**config.mk**
```make
export PLATFORM = sky130hd
export DESIGN_NAME = ab_score_engine
export DESIGN_NICKNAME = d
export VERILOG_FILES = /design/src/rtl/game_pkg.sv /design/src/rtl/ab_score_engine.sv
export SDC_FILE = /design/constraint.sdc
export NUM_CORES = 1
export LEC_CHECK = 0
export BUFFER_PORTS_ARGS = -buffer_cell sky130_fd_sc_hd__buf_2
export CAP_MARGIN = 20
export CORE_MARGIN = 2
export CORE_UTILIZATION = 35
export DETAILED_ROUTE_END_ITERATION = 6
export GPL_TIMING_DRIVEN = 0
export PLACE_DENSITY = 0.68
export SYNTH_ARGS = -nofsm -noshare
export SYNTH_HDL_FRONTEND = slang
export SYNTH_SLANG_ARGS = --single-unit
```
**constraint.sdc**
```tcl
create_clock -name clk -period 2.4 [get_ports clk]
set_clock_uncertainty 0.2 [all_clocks]
set_input_delay 0.48 -clock clk [delete_from_list [all_inputs] [get_ports clk]]
set_output_delay 0.48 -clock clk [all_outputs]
set_load 0.005 [all_outputs]
```
**src/rtl/game_pkg.sv**
```systemverilog
// Shared constants and types for the 4-digit guessing game.
// Provides:
//   NUM_DIGITS, DIGIT_W, DIGIT_BLANK  digit/code geometry and the "empty" code
//   digit_t                           one digit
//   score_state_t                     scoring engine FSM states
//   digit_at()                        extracts digit idx from a packed code (idx 0 = rightmost)
package game_pkg;

  localparam int unsigned NUM_DIGITS = 4;
  localparam int unsigned DIGIT_W    = 4;
  localparam int unsigned IDX_W      = 2;
  localparam int unsigned CODE_W     = NUM_DIGITS * DIGIT_W;
  localparam int unsigned CNT_W      = 3;

  localparam logic [DIGIT_W-1:0] DIGIT_BLANK = 4'hA;
  localparam logic [CNT_W-1:0]   ACC_MAX     = 3'd7;
  localparam logic [IDX_W-1:0]   LAST_IDX    = IDX_W'(NUM_DIGITS - 1);

  typedef logic [DIGIT_W-1:0] digit_t;

  typedef enum logic [1:0] {
    S_IDLE,
    S_SNAP,
    S_SCAN,
    S_DONE
  } score_state_t;

  function automatic digit_t digit_at(input logic [CODE_W-1:0] code,
                                      input logic [IDX_W-1:0]  idx);
    return code[idx*DIGIT_W +: DIGIT_W];
  endfunction

endpackage

```
**src/rtl/ab_score_engine.sv**
```systemverilog
// Sequential A/B scoring engine. On start it snapshots Secret/Guess, compares one digit pair
// per cycle over all NUM_DIGITS*NUM_DIGITS pairs, then publishes the counts.
// Ports:
//   clk           system clock (posedge)
//   RESET_N       asynchronous active-low reset
//   clear         synchronous clear, priority over start
//   start         one-cycle scoring request, honoured only in IDLE
//   Secret/Guess  packed codes, digit 3 (leftmost) in the top nibble
//   busy          high from SNAP through SCAN
//   done          one-cycle pulse when counts update
//   result_valid  counts valid; held until clear or next accepted start
//   Count_A       right digit, right place
//   Count_B       right digit, wrong place
//   win           result_valid && Count_A == NUM_DIGITS
module ab_score_engine
  import game_pkg::*;
(
  input  logic              clk,
  input  logic              RESET_N,
  input  logic              clear,
  input  logic              start,
  input  logic [CODE_W-1:0] Secret,
  input  logic [CODE_W-1:0] Guess,
  output logic              busy,
  output logic              done,
  output logic              result_valid,
  output logic [CNT_W-1:0]  Count_A,
  output logic [CNT_W-1:0]  Count_B,
  output logic              win
);

  score_state_t      state_q;
  logic [CODE_W-1:0] sec_q, gss_q;
  logic [IDX_W-1:0]  i_q, j_q;
  logic [CNT_W-1:0]  acc_a_q, acc_b_q;
  logic [CNT_W-1:0]  count_a_q, count_b_q;
  logic              busy_q, done_q, valid_q;

  digit_t           s_dig, g_dig;
  logic             match, last_pair;
  logic [CNT_W-1:0] acc_a_d, acc_b_d;
  logic [IDX_W-1:0] i_d, j_d;

  always_comb begin
    s_dig     = digit_at(sec_q, i_q);
    g_dig     = digit_at(gss_q, j_q);
    match     = (s_dig == g_dig) && (s_dig != DIGIT_BLANK) && (g_dig != DIGIT_BLANK);
    last_pair = (i_q == LAST_IDX) && (j_q == LAST_IDX);
    acc_a_d   = acc_a_q;
    acc_b_d   = acc_b_q;
    if (match && (i_q == j_q) && (acc_a_q != ACC_MAX)) acc_a_d = acc_a_q + 3'd1;
    if (match && (i_q != j_q) && (acc_b_q != ACC_MAX)) acc_b_d = acc_b_q + 3'd1;
    // j runs fastest: {i,j} behaves as one pair counter.
    {i_d, j_d} = {i_q, j_q} + {{IDX_W{1'b0}}, {(IDX_W-1){1'b0}}, 1'b1};
  end

  always_ff @(posedge clk or negedge RESET_N) begin
    if (!RESET_N) begin
      state_q   <= S_IDLE;
      sec_q     <= '0;
      gss_q     <= '0;
      i_q       <= '0;
      j_q       <= '0;
      acc_a_q   <= '0;
      acc_b_q   <= '0;
      count_a_q <= '0;
      count_b_q <= '0;
      busy_q    <= 1'b0;
      done_q    <= 1'b0;
      valid_q   <= 1'b0;
    end else if (clear) begin
      state_q   <= S_IDLE;
      sec_q     <= '0;
      gss_q     <= '0;
      i_q       <= '0;
      j_q       <= '0;
      acc_a_q   <= '0;
      acc_b_q   <= '0;
      count_a_q <= '0;
      count_b_q <= '0;
      busy_q    <= 1'b0;
      done_q    <= 1'b0;
      valid_q   <= 1'b0;
    end else begin
      unique case (state_q)
        S_IDLE: begin
          if (start) begin
            state_q <= S_SNAP;
            busy_q  <= 1'b1;
            valid_q <= 1'b0;
          end
        end
        S_SNAP: begin
          sec_q   <= Secret;
          gss_q   <= Guess;
          acc_a_q <= '0;
          acc_b_q <= '0;
          i_q     <= '0;
          j_q     <= '0;
          state_q <= S_SCAN;
        end
        S_SCAN: begin
          acc_a_q <= acc_a_d;
          acc_b_q <= acc_b_d;
          i_q     <= i_d;
          j_q     <= j_d;
          // Publish on the last compare so counts and done appear together in DONE.
          if (last_pair) begin
            count_a_q <= acc_a_d;
            count_b_q <= acc_b_d;
            valid_q   <= 1'b1;
            done_q    <= 1'b1;
            busy_q    <= 1'b0;
            state_q   <= S_DONE;
          end
        end
        S_DONE: begin
          done_q  <= 1'b0;
          state_q <= S_IDLE;
        end
        default: state_q <= S_IDLE;
      endcase
    end
  end

  assign busy         = busy_q;
  assign done         = done_q;
  assign result_valid = valid_q;
  assign Count_A      = count_a_q;
  assign Count_B      = count_b_q;
  assign win          = valid_q && (count_a_q == CNT_W'(NUM_DIGITS));

endmodule

```
==> flow_summary.yaml, run 1 <==
setup_path:
  start_kind: "flip-flop"
  r2r_end: "Count_B[0]"
  crit_type: "reg2reg"
  cp_cell_sequence: "buf_6 -> mux4_2 -> xnor2_2 -> nand4_1 -> or3_1 -> a311oi_2"
  critical_path_arrival_ns: 2.41
  critical-path-slowest-cell: "mux4_2"
  required_ns: 2.41
  ff2ff_path_depth: 6
  reg2reg_setup_slack_ns: 0.008
  crit_fanout: 8
  crit_start: "i_q[0]"
  slowest_delay_ns: 0.57
  worst_setup_path_end_kind: "flip-flop"
  regToRegStartpoint: "i_q[0]"
cells_and_area:
  syn_to_final_growth_pct: 21.29
  fin_area_um2: 3507
  antenna_cells: 0
  drive_gt1_share_pct: 27.05
  nets: 374
  layout_commonest_cell: "dfrtp_1"
  final_cell_mix: "dfrtp_1 (53), nor2_1 (50), buf_2 (45), mux2i_1 (32), nand2_1 (12)"
grt:
  antenna_found_initial: 0
  grt_pass1_wl_mm: 10.63
  gr-usage-all-layers_pct: 15.35
  gr-total-overflow: 0
  grt_pass1_vias: 2157
  grt_max_degree: 33
timing:
  relSlewSlack_pct: 48.79
  period_minus_slack_ns: 2.392
  final_max_slew_viol_count: 0
  hold_violations: 0
  hold_slack_ns: 0.2100
  tightestPinTransition_ns: 0.7682
  rsz0062_at_grt: "yes"
  timing.fmax_ghz: 0.4180
  fin_crit_sh_pct: 99.68
  setup_viol: 0
power_and_ir_drop:
  p_switching_mw: 1.133
  p_seq_share_pct: 37.4
  p_leak_nw: 1.582
  clock_power_share_pct: 19.9
  p_per_area_nw_per_um2: 882.6
  combPwrFrac_pct: 42.7
  sw_frac_of_total_pct: 36.61
  power_mw: 3.095
  internal_power_mw: 1.962
  ir_drop_mv: 0.3871
route:
  drtIter0Drc: 120
  routedWlPerCell_um: 14.74
  viasPerCell: 5.044
  drc: 0
  final_antenna_net_count: 0
  dr.pass1.iters: 4
  vias: 2189
  wl_mm: 6.398
floorplan:
  die_y_um: 94.89
  die_w_um: 94.89
  initial_core_util_pct: 35.73
  die_area_um2: 9004
  core_area_um2: 8093
  ios: 46
  rows: 33
logic_synthesis:
  synth_seq_area_share_pct: 45.87
  synth-main-ff-cell: "dfrtp_1"
  synth_seq_cells: 53
  yosys_warnings: 0
  syn_inst: 270
  syn_avg_cell_area_um2: 10.71
  synth_nets: 316
  synth_cell_types: 38
  async_flop_share_pct: 100.0
  syn-cell-area_um2: 2892
  synth_edf_count: 0
clocking:
  path_clk_slew_ns: 0.10
  cts_tree: "done"
  clk_latency_ns: 0.31
  ctsRootBufferMaster: "clkbuf_8"
  cts_buffer_depth: 2
  numClockSinks: 53
  ctsHtreeMaxLevel: 2
  numCtsBuffers: 5
job:
  maxCapViolations: 0
placement:
  port_buffers: 44
  dp.final_hpwl_mm: 4.592
  place_area_um2: 3263
  gp_congestion: 0.8336
hold_path:
  hp-class: "in2reg"
  worstHoldEndpoint: "gss_q[12]"
  holdPathStages: 3
  hp-start: "Guess[12]"
run_status:
  status: "completed"
-- layer usage --
| layer | vias to the layer above | routed length [um] | track usage (%) |
|---|---|---|---|
| li1 | 1074 | - | - |
| met4 | 0 | 61 | 3.261 |
| met1 | 1072 | 2989 | 20.65 |
| met2 | 37 | 3108 | 25.89 |
| met5 | - | 0 | 0 |
| met3 | 6 | 237 | 2.873 |
-- cells by family after synthesis --
family,Yosys count,synth area share (%)
and+or+nand+nor,101,17.31
AOI/OAI and AO/OA,33,7.746
xor gates and xnor gates,7,2.769
muxes,40,17.31
adders and majority gates,10,4.327
buffers and inverters,26,4.673
DFF,53,45.87
-- cells in the mapped netlist (3+ instances only) --
master	number	share of area [%]
a21oi_1	8	1.4
a311oi_1	6	1.8
buf_1	3	0.39
buf_2	3	0.52
buf_4	3	0.78
buf_6	3	1.2
clkbuf_1	9	1.2
dfrtp_1	53	46
ha_1	10	4.3
inv_1	5	0.65
mux2i_1	32	11
mux4_2	8	6.2
nand2_1	12	1.6
nand2b_1	3	0.65
nand3_1	7	1.2
nand3b_1	5	1.3
nand4_1	3	0.65
nor2_1	51	6.6
nor3_1	5	0.87
o211ai_1	4	1.0
o21ai_0	8	1.4
xnor2_1	4	1.2
-- critical path: cells and delay by family (launching register included) --
family	cells	cell delay [ns]
flip-flops	1	0.36
AND/OR/NAND/NOR	2	0.61
XOR/XNOR	1	0.20
multiplexers	1	0.57
buffers and inverters	1	0.15
AO/OA/AOI/OAI	1	0.21
-- power groups by stage --
stage | registers, mW | clock network [mW] | logic (mW)
floorplan | 1.14 | 0 | 0.924
global placement | 1.16 | 0 | 1.17
detailed placement | 1.17 | 0 | 1.19
CTS | 1.16 | 0.638 | 1.27
global route | 1.18 | 0.681 | 1.46
finish | 1.16 | 0.617 | 1.32
-- metrics by stage --
stage	instances	util, %	TNS [ns]	worst slack (ns)
floorplan	270	-	0	0.1750
global placement	419	40.07	0	0.03851
detailed placement	420	40.32	-0.009043	-0.009043
CTS	431	42.61	0	0.004043
global route	434	43.34	-0.3520	-0.08594
finish	434	43.34	0	0.007681
-- worst max-delay path by stage --
| stage | end | slack (ns) | cells past startpoint |
|---|---|---|---|
| 3_3_place_gp | Count_A[0] | 0.04 | 6 |
| 5_1_grt | Count_B[0] | -0.09 | 6 |
| 3_5_place_dp | Count_A[0] | -0.009 | 6 |
| 4_1_cts | acc_a_q[1] | 0.004 | 7 |
| 2_1_floorplan | Count_A[0] | 0.17 | 6 |
| 6_report | Count_B[0] | 0.008 | 6 |
-- layout make-up --
type / instances / area, um^2
sequential: 53 / 1326
inverter: 5 / 18.77
multi-input combinational: 191 / 1505
clock buffer: 6 / 72.57
buffer: 21 / 126.4
tap: 105 / 131.4
timing repair buffer: 51 / 287.8
fill: 815 / 4586
clock inverter: 2 / 38.79
-- what timing repair did --
action | CTS | global route
setup endpoints to repair | 4 | 12
hold endpoints to repair | 21 | 0
gates resized for setup | 6 | 12
setup buffers | 2 | 3
pin swaps | 6 | 7
hold buffers | 1 | 0
-- flip-flops by register name, indices dropped and copies added (netlist names), 3 cells and up --
name and count:
Count_B 3, sec_q 16, acc_a_q 3, acc_b_q 3
gss_q 16, Count_A 3
Power figures use the tool's default switching activity.
==> run 2, diff against run 1 <==
PLACE_DENSITY = 0.66   (was 0.68)
SETUP_SLACK_MARGIN = 0.5   (was unset)
clock period = 2.75 ns   (was 2.4 ns; I/O delays follow)
==> flow_summary.yaml, run 2 (synthesized netlist as in run 1, its figures left out) <==
route:
  final_antenna_net_count: 0
  viasPerCell: 4.956
  met1Wirelength_mm: 2.947
  highest_layer: "met4"
  wl_met3_um: 246
  routed-wl-met2_mm: 2.922
  wl_mm: 6.190
  vias: 2161
  dr.pass1.iters: 4
  drc: 0
  drtIter0Drc: 114
  routedWlPerCell_um: 14.20
floorplan:
  die_w_um: 94.89
  rows: 33
  ios: 46
  initial_core_util_pct: 35.73
  die_area_um2: 9004
  die_y_um: 94.89
  core_area_um2: 8093
setup_path:
  worst_setup_path_end_kind: "flip-flop"
  crit_type: "reg2reg"
  crit_fanout: 5
  critical_path_arrival_ns: 2.38
  cp_top_family: "multiplexers"
  required_ns: 2.77
  crit_buf_inv: 1
  slowest_delay_ns: 0.60
  start_kind: "flip-flop"
  critical-path-slowest-cell: "mux4_2"
  cp_cell_sequence: "buf_6 -> mux4_2 -> xnor2_4 -> nand3_4 -> or3_1 -> a311oi_2"
timing:
  hold_violations: 0
  timing.fmax_ghz: 0.4245
  relSlewSlack_pct: 63.54
  final_max_slew_viol_count: 0
  setup_viol: 0
  tightestPinTransition_ns: 0.5468
  period_minus_slack_ns: 2.355
  tns_ns: 0
  rsz0062_at_grt: "yes"
  fin_crit_sh_pct: 85.65
clocking:
  numClockSinks: 53
  cts_tree: "done"
  ctsHtreeMaxLevel: 2
  path_clk_slew_ns: 0.10
  cts_buffer_depth: 2
  clk_latency_ns: 0.31
  numCtsBuffers: 5
  ctsRootBufferMaster: "clkbuf_8"
cells_and_area:
  final_cells: 436
  final_cell_mix: "dfrtp_1 (53), nor2_1 (49), buf_2 (47), mux2i_1 (32), nand2_1 (11)"
  nets: 376
  largestRegisters: "gss_q x16, sec_q x16"
  syn_to_final_growth_pct: 22.54
  fillers: 822
  drive_gt1_share_pct: 29.31
  antenna_cells: 0
  layout_commonest_cell: "dfrtp_1"
power_and_ir_drop:
  p_switching_mw: 1.011
  power_mw: 2.784
  sw_frac_of_total_pct: 36.30
  internal_power_mw: 1.773
  p_seq_share_pct: 36.1
  combPwrFrac_pct: 44.5
  clock_power_share_pct: 19.3
  p_leak_nw: 1.605
  p_per_area_nw_per_um2: 785.6
  ir_drop_mv: 0.3295
grt:
  grt_pass1_wl_mm: 11.00
  gr-usage-all-layers_pct: 15.66
  grt_max_degree: 37
  antenna_found_initial: 0
  gr-total-overflow: 0
  grt_pass1_vias: 2222
placement:
  dp.final_hpwl_mm: 4.559
  gp_congestion: 0.8402
  port_buffers: 44
  post-place-cells: 420
job:
  maxCapViolations: 0
hold_path:
  hp-class: "in2reg"
run_status:
  status: "completed"
run 2: per-layer routing:
metal / up-vias / track usage (%)
met5: - / 0
met4: 0 / 4.710
met3: 7 / 2.713
met2: 48 / 24.94
met1: 1032 / 21.91
li1: 1074 / -
run 2: worst paths after layout:
path | startpoint | to | slack (ns) | cells past startpoint
worst max-delay path | j_q[0] | Count_A[0] | 0.39 | 6
worst min-delay path | Guess[14] | gss_q[14] | 0.27 | 3
worst max register to register | j_q[0] | Count_A[0] | 0.39 | 6
worst min register to register | sec_q[10] | sec_q[10] | 0.32 | 2
max in group asynchronous | RESET_N | acc_b_q[2] | 1.30 | 3
min in group asynchronous | RESET_N | gss_q[11] | 0.51 | 2
run 2: worst reg2reg max path, delay by kind of cell, from the launching register on:
kind,cells,cell delay (ns)
multiplexers,1,0.60
AND/OR/NAND/NOR,2,0.47
flip-flops,1,0.37
XOR/XNOR,1,0.26
AO/OA/AOI/OAI,1,0.23
buffers and inverters,1,0.14
run 2: power groups by stage:
stage / combinational (mW) / sequential, mW / clock, mW
after CTS: 1.14 / 1.01 / 0.556
final: 1.24 / 1.01 / 0.538
after floorplan: 0.806 / 0.995 / 0
after global routing: 1.37 / 1.03 / 0.591
after global placement: 1.02 / 1.02 / 0
after detailed placement: 1.04 / 1.02 / 0
run 2: per-stage QoR:
stage          setup WS, ns  cell area (um^2)  utilization, %  hold WS [ns]
6_report             0.3945              3543           43.78        0.2711
5_1_grt              0.3059              3543           43.78        0.2758
3_5_place_dp         0.3383              3263           40.32        0.3057
3_3_place_gp         0.3831              3243           40.07        0.2963
2_1_floorplan        0.5250              2892               -       0.05441
4_1_cts              0.3840              3473           42.92        0.2678
run 2: layout make-up:
cell class | count | area (um^2) | area share (%)
Buffer | 21 | 133.9 | 3.778
Clock buffer | 6 | 72.57 | 2.048
Clock inverter | 2 | 38.79 | 1.095
Inverter | 5 | 18.77 | 0.5297
Multi-Input combinational cell | 191 | 1519 | 42.87
Sequential cell | 53 | 1326 | 37.43
Tap cell | 105 | 131.4 | 3.708
Timing Repair Buffer | 53 | 302.8 | 8.545
run 2: what timing repair did:
action | CTS | global route
buffers inserted | 5 | 1
endpoints found under the setup margin | 22 | 20
cloned | 0 | 1
endpoints found under the hold margin | 17 | 0
gates resized for setup | 8 | 21
hold buffers | 1 | 0
pin swaps | 7 | 15
==> run 3, diff against run 2 <==
ABC_AREA = 1   (was unset)
CORE_ASPECT_RATIO = 1.5   (was unset)
PLACE_DENSITY = unset   (was 0.66)
PLACE_DENSITY_LB_ADDON = 0.08   (was unset)
==> flow_summary.yaml, run 3 <==
clocking:
  path_clk_slew_ns: 0.07
  ctsRootBufferMaster: "clkbuf_16"
  ctsHtreeMaxLevel: 2
  cts_tree: "done"
  clk_latency_ns: 0.29
  numCtsBuffers: 5
  numClockSinks: 53
  cts_buffer_depth: 2
power_and_ir_drop:
  ir_drop_mv: 0.3512
  p_switching_mw: 1.073
  clock_power_share_pct: 25.8
  combPwrFrac_pct: 36.1
  p_per_area_nw_per_um2: 832.0
  internal_power_mw: 1.773
  sw_frac_of_total_pct: 37.69
  power_mw: 2.846
  p_seq_share_pct: 38.1
  p_leak_nw: 1.860
floorplan:
  ios: 46
  core_area_um2: 7958
  rows: 40
  die_w_um: 77.78
  die_area_um2: 8919
  initial_core_util_pct: 35.91
  die_y_um: 114.7
grt:
  gr-total-overflow: 0
  grt_pass1_vias: 2653
  grt_pass1_wl_mm: 12.05
  grt_max_degree: 36
  gr-usage-all-layers_pct: 16.91
  antenna_found_initial: 0
timing:
  setup_viol: 0
  hold_violations: 0
  final_max_slew_viol_count: 0
  period_minus_slack_ns: 1.999
  layout_setup_ws_ns: 0.7507
  fin_crit_sh_pct: 72.70
  timing.fmax_ghz: 0.5002
  tightestPinTransition_ns: 0.5023
  tns_ns: 0
  relSlewSlack_pct: 66.51
  hold_slack_ns: 0.007767
  rsz0062_at_grt: "no"
logic_synthesis:
  synth-main-ff-cell: "dfrtp_1"
  synth_seq_cells: 53
  syn_inst: 379
  synth_cell_types: 26
  synth_nets: 425
  async_flop_share_pct: 100.0
  synthTopCellsByArea: "dfrtp_1 (46%), nand2_1 (21%), nand3_1 (9.6%), ha_1 (4.4%), inv_1 (3.3%)"
  yosys_warnings: 0
  synth_seq_area_share_pct: 46.41
  netlist.top_cell.by_area: "dfrtp_1"
  synth_edf_count: 0
  synth_top_area_share_pct: 46.41
  syn_avg_cell_area_um2: 7.540
  synth_common_cells: "nand2_1 (161), nand3_1 (55), dfrtp_1 (53)"
  syn-cell-area_um2: 2858
  yosysMostFrequentCell: "nand2_1"
setup_path:
  crit_fanout: 10
  required_ns: 2.78
  worst_setup_path_end_kind: "flip-flop"
  crit_type: "reg2reg"
  start_kind: "flip-flop"
  critical_path_arrival_ns: 2.03
  reg2reg_setup_slack_ns: 0.75
route:
  drc: 0
  vias: 2572
  wl_mm: 6.964
  dr.pass1.iters: 4
  drtIter0Drc: 62
  routedWlPerCell_um: 12.94
  final_antenna_net_count: 0
  viasPerCell: 4.781
cells_and_area:
  drive_gt1_share_pct: 17.32
  syn_to_final_growth_pct: 19.70
  final_cell_mix: "nand2_1 (161), nand3_1 (55), dfrtp_1 (53), buf_2 (47), inv_1 (24)"
  fin_util_pct: 42.99
  layout_commonest_cell: "nand2_1"
  largestRegisters: "gss_q x16, sec_q x16"
  antenna_cells: 0
  final_cells: 538
  nets: 478
  fin_area_um2: 3421
hold_path:
  hp-class: "in2async"
run_status:
  status: "completed"
placement:
  gp_congestion: 0.7751
  port_buffers: 45
  dp.final_hpwl_mm: 5.211
  dp_slack_ns: 0.4417
  place_area_um2: 3234
  post-place-cells: 530
job:
  maxCapViolations: 0
[run 3: changes by cell type after synthesis, moves of 8 or more]
cell / before / now
mux4_2: 8 / 0
nand2_1: 12 / 161
a21oi_1: 8 / 0
mux2i_1: 32 / 0
nand3_1: 7 / 55
nor2_1: 51 / 8
inv_1: 5 / 25
nand4_1: 3 / 12
[run 3: what timing repair did]
item,in CTS,in global routing
pin swaps,0,0
buffers inserted,0,0
setup endpoints to repair,6,9
hold buffers,0,0
gates resized for setup,1,3
[run 3: critical path: stages, from the launching register on]
cell and delay (ns):
dfrtp_1 0.36, buf_2 0.18, inv_2 0.15, nand3_1 0.09, nand2_1 0.16, nand2_1 0.07, nand2_1 0.07, nand2_2 0.09
nor2_8 0.16, nand3_2 0.12, nand2_1 0.11, nand4_1 0.10, nand2_1 0.09
[run 3: cells by family after synthesis]
logic type               synth area share, %
AND/OR/NAND/NOR                        37.74
flip-flops                             46.41
buffers and inverters                  6.786
AO/OA/AOI/OAI                          4.685
adder cells (fa/ha/maj)                4.378
[run 3: power groups by stage]
stage	clock (mW)	combinational [mW]	sequential [mW]
finish	0.735	1.03	1.08
global route	0.783	1.20	1.11
CTS	0.756	1.04	1.09
detailed placement	0	1.03	1.10
global placement	0	1.02	1.10
floorplan	0	0.745	1.07
[run 3: layer usage]
| metal | up-vias | wire [um] | global-route usage, % |
|---|---|---|---|
| li1 | 1329 | - | - |
| met1 | 1184 | 2964 | 19.43 |
| met2 | 51 | 3680 | 31.67 |
| met3 | 8 | 209 | 2.287 |
| met4 | 0 | 108 | 5.833 |
| met5 | - | 0 | 0 |
[run 3: path summary, 6_finish.rpt]
path / cells past startpoint / start / end
worst min register to register: 2 / sec_q[0] / sec_q[0]
min in group clk: 2 / sec_q[0] / sec_q[0]
max in group asynchronous: 2 / RESET_N / gss_q[13]
worst max-delay path: 12 / i_q[1] / Count_A[1]
worst min-delay path: 1 / RESET_N / gss_q[5]
worst max register to register: 12 / i_q[1] / Count_A[1]
[run 3: final cells by class]
class                           instances  area [um^2]
Buffer                                 15        73.82
Clock buffer                            7        142.6
Clock inverter                          1        30.03
Fill cell                             855         4537
Inverter                               32        120.1
Multi-Input combinational cell        279         1351
Sequential cell                        53         1326
Tap cell                              105        131.4
Timing Repair Buffer                   46        245.2
